--- src/rtl/t_ff_counter.sv ---
// Parametrised up/down modulus counter built from per-bit toggle flip-flop logic.
// Optional sticky overflow flag (ovf/ovf_clr) enabled by defining T_FF_CNT_STICKY_OVF_EN.
module t_ff_counter #(
    parameter int WIDTH    = 4,
    parameter int MODULUS  = 16,
    parameter int SATURATE = 0
) (
    input  logic             clk,
    input  logic             rst_n,
    input  logic             en,
    input  logic             up_dn,
    input  logic             clr,
    input  logic             load,
    input  logic [WIDTH-1:0] load_val,
`ifdef T_FF_CNT_STICKY_OVF_EN
    input  logic             ovf_clr,
    output logic             ovf,
`endif
    output logic [WIDTH-1:0] q,
    output logic [WIDTH-1:0] qbar,
    output logic             tc,
    output logic             wrap
);

    localparam logic [WIDTH-1:0] MAX = WIDTH'(MODULUS - 1);

    logic             at_max;
    logic             at_zero;
    logic             at_end;
    logic             step;
    logic             wrap_evt;
    logic [WIDTH-1:0] load_eff;
    logic [WIDTH-1:0] up_t;
    logic [WIDTH-1:0] dn_t;
    logic [WIDTH-1:0] t;

    assign at_max   = (q == MAX);
    assign at_zero  = (q == '0);
    assign at_end   = up_dn ? at_max : at_zero;
    assign step     = en & ~clr & ~load;
    assign wrap_evt = step & at_end & (SATURATE == 0);
    assign load_eff = (load_val > MAX) ? MAX : load_val;

    // Prefix-AND chains: bit i toggles when all lower bits are 1 (up) or 0 (down).
    always_comb begin
        up_t    = '0;
        dn_t    = '0;
        up_t[0] = 1'b1;
        dn_t[0] = 1'b1;
        for (int unsigned i = 1; i < WIDTH; i++) begin
            up_t[i] = up_t[i-1] & q[i-1];
            dn_t[i] = dn_t[i-1] & ~q[i-1];
        end
    end

    // Range ends, clear and load are expressed as toggles t = q ^ next.
    always_comb begin
        t = '0;
        if (clr) begin
            t = q;
        end else if (load) begin
            t = q ^ load_eff;
        end else if (en) begin
            if (at_end) begin
                if (SATURATE == 0)
                    t = up_dn ? q : (q ^ MAX);
            end else begin
                t = up_dn ? up_t : dn_t;
            end
        end
    end

    always_ff @(posedge clk or negedge rst_n) begin
        if (!rst_n) begin
            q    <= '0;
            wrap <= 1'b0;
        end else begin
            q    <= q ^ t;
            wrap <= wrap_evt;
        end
    end

`ifdef T_FF_CNT_STICKY_OVF_EN
    // Set has priority over ovf_clr; clr and reset clear it.
    always_ff @(posedge clk or negedge rst_n) begin
        if (!rst_n)
            ovf <= 1'b0;
        else if (clr)
            ovf <= 1'b0;
        else if (step & at_end)
            ovf <= 1'b1;
        else if (ovf_clr)
            ovf <= 1'b0;
    end
`endif

    assign qbar = ~q;
    assign tc   = en & ((up_dn & at_max) | (~up_dn & at_zero));

endmodule

--- config.mk ---
export PLATFORM = sky130hd
export DESIGN_NAME = t_ff_counter
export DESIGN_NICKNAME = d
export VERILOG_FILES = /design/src/rtl/t_ff_counter.sv
export SDC_FILE = /design/constraint.sdc
export NUM_CORES = 1
export LEC_CHECK = 0
export ABC_AREA = 1
export CORE_UTILIZATION = 25
export CTS_CLUSTER_DIAMETER = 80
export CTS_CLUSTER_SIZE = 24
export DETAILED_ROUTE_END_ITERATION = 6
export GPL_TIMING_DRIVEN = 0
export PLACE_DENSITY = 0.61
export SETUP_SLACK_MARGIN = 0.4
export SLEW_MARGIN = 20
export SYNTH_ARGS = -nofsm -noshare
export SYNTH_HDL_FRONTEND = slang
export SYNTH_SLANG_ARGS = --single-unit
--- constraint.sdc ---
create_clock -name clk -period 1.41 [get_ports clk]
set_clock_uncertainty 0.15 [all_clocks]
set_input_delay 0.282 -clock clk [delete_from_list [all_inputs] [get_ports clk]]
set_output_delay 0.282 -clock clk [all_outputs]
set_load 0.1 [all_outputs]
==> out/results.ini <==
[status]
status = complete, but fails checks
violations = negative setup slack

[drt]
routed_wl_mm = 1.16
drtIter0Drc = 9
drc = 0
vias = 468
avgRoutedWirePerCell_um = 11.3
antenna_left = 0
drt_pre_antenna_iters = 3
vias_per_cell = 4.59

[floorplan]
rows = 13
dieWidth_um = 40.4
core_region_area_sq_mm = 0.00133
dieArea_sq_mm = 0.00163
initial_utilization_pct = 27.6
ios = 20
die_y_um = 40.4

[timing]
fin_ws_ns = -0.471
final.setup.tns_ns = -1.87
setup_viol = 11
worstMarginPinSlew_ns = 0.483
fin_crit_sh_pct = 133
period_minus_slack_ns = 1.88
relSlewSlack_pct = 68.0
rsz0062_at_grt = yes
finalHoldViolations = 0
finalMaxSlewViolations = 0
fmax_mhz = 532
hold-worst-slack_ns = 0.107

[power]
cellPowerDensity_mw_per_mm2 = 964
p_leak_nw = 0.385
vdd_drop_max_uv = 679

[synthesis]
synth_most_common_cell = nand2_1
synth-seq-cells = 5
synth_top_flop_cell = dfrtp_1
ys_seq_area_share_pct = 34.0
synth_area_sq_um = 368
yosysTopAreaCell = dfrtp_1
synth_cell_type_count = 15
async_flop_share_pct = 100
yosys_warnings = 0
syn_area_per_cell_sq_um = 6.45
synth_area_leaders = dfrtp_1, nand2_1, nand3_1, inv_1, o21ai_1
netlist.area_leader.share_pct = 34.0
synth_edf_count = 0
syn-num-nets = 67
yosys-top-cells-count = nand2_1, inv_1, nand3_1, dfrtp_1, nor2_1
synth_cells = 57

[worst_setup_path]
cp_slowest_cell = dfrtp_4
endpoint_kind = output port
r2r_end = q[1]
critPathKind = reg2out
crit_required_ns = 0.98
arrival_ns = 1.45
r2r_start = q[0]
crit_chain = buf_8 > nor2_4 > o21ai_4 > nor3_4 > buf_12
reg2reg_depth = 9
setup.worst_path.end = tc
max_stage_delay_ns = 0.47
start_kind = flop
crit_fanout = 3
reg2reg_slack_ns = -0.27
critical_path.startpoint = q[0]

[global_route]
met1_usage_pct = 20.5
grt_overflow = 0
met2_usage_pct = 26.2
grt_pass1_wl_mm = 1.74
grt_pass1_vias = 401
track_usage_pct = 17.6
antenna_found_initial = 0
grt_util_met3_pct = 11.7
grt_max_degree = 8
busiest_layer = met2

[cells_and_area]
drive_gt1_share_pct = 49.4
post-route-util_pct = 64.5
diodes = 0
fin_cells = 102
nFillCells = 113
final_nets = 98
syn_to_final_growth_pct = 134
final_area_sq_um = 861

[cts]
clk_latency_ns = 0.25
clk_pin_slew_ns = 0.04
cts_buffers = 3
cts_sinks = 5
clockBufferDepth = 2
cts_tree = done
root_buffer = clkbuf_4
h-tree-depth = 1

[run]
maxCapViolCount = 0

[placed_design]
place_area_sq_um = 646
gp_congestion = 0.741
numPortBuffers = 19
hpwl_um = 722
dp_cells = 91

[worst_hold_path]
hold_class = in2async

worst min path at each step:
stage	end	slack [ns]	cells past startpoint
after detailed placement	q[1]	0.37	1
after global placement	q[1]	0.38	1
after global routing	q[1]	0.12	1
after floorplan	q[0]	-0.16	0
after CTS	wrap	0.11	1
final	q[1]	0.11	1
cells by family (layout without fill, tap and decap cells):
kind of cell              after synthesis  after routing  synth area share (%)
AOI/OAI and AO/OA                       8              8                  11.9
xor gates and xnor gates                2              2                  4.76
buffers and inverters                  12             42                  14.3
DFF                                     5              5                  34.0
and+or+nand+nor                        30             30                  35.0
timing repair:
action	CTS	global route
gates resized for setup	93	6
pin swaps	4	1
hold buffers	0	0
setup endpoints to repair	15	15
buffers inserted	4	3
worst max-delay path: cells and delay by family, from the launching register on:
| kind | cells | cell delay (ns) |
|---|---|---|
| AO/OA/AOI/OAI | 1 | 0.08 |
| buffers and inverters | 2 | 0.33 |
| flip-flops | 1 | 0.47 |
| AND/OR/NAND/NOR | 2 | 0.31 |
state kept, by name, summed over array words and instances (netlist names):
name and count:
wrap 1, q 4
area by class of cell:
type / instances / area [sq um] / share of cell area, %
Timing Repair Buffer: 26 / 344 / 40.0
Multi-Input combinational cell: 40 / 256 / 29.8
Sequential cell: 5 / 144 / 16.7
Inverter: 11 / 56.3 / 6.54
Clock buffer: 4 / 26.3 / 3.05
Tap cell: 15 / 18.8 / 2.18
Buffer: 1 / 15.0 / 1.74
per-stage QoR:
stage / total power [mW] / worst slack [ns]
3_5_place_dp: 0.547 / -1.45
6_report: 0.830 / -0.471
5_1_grt: 0.876 / -0.529
3_3_place_gp: 0.547 / -1.44
2_1_floorplan: 0.454 / -0.974
4_1_cts: 0.808 / -0.479
power breakdown:
group          switching [mW]  total (mW)  internal [mW]
Clock                  0.0634       0.171          0.107
Sequential             0.0252       0.188          0.163
Combinational           0.286       0.471          0.185
Total                   0.375       0.830          0.455
layout by cell type, fill, tap and decap left out, drive strengths merged:
master / count
buf: 18
nand2: 15
clkdlybuf4s50: 7
inv: 7
nor2: 6
nand3: 6
dfrtp: 5
o21ai: 5
clkinvlp: 4
clkbuf: 4
a21oi: 3
xnor2: 2
nand4: 1
nor3: 1
nor4: 1
dlymetal6s2s: 1
dlygate4sd2: 1
layer usage:
layer | up-vias | share of wire [%]
li1 | 241 | -
met1 | 210 | 41
met2 | 15 | 51
met3 | 2 | 6.5
met4 | 0 | 0.69
met5 | - | 0
(Power assumes the default switching activity.)
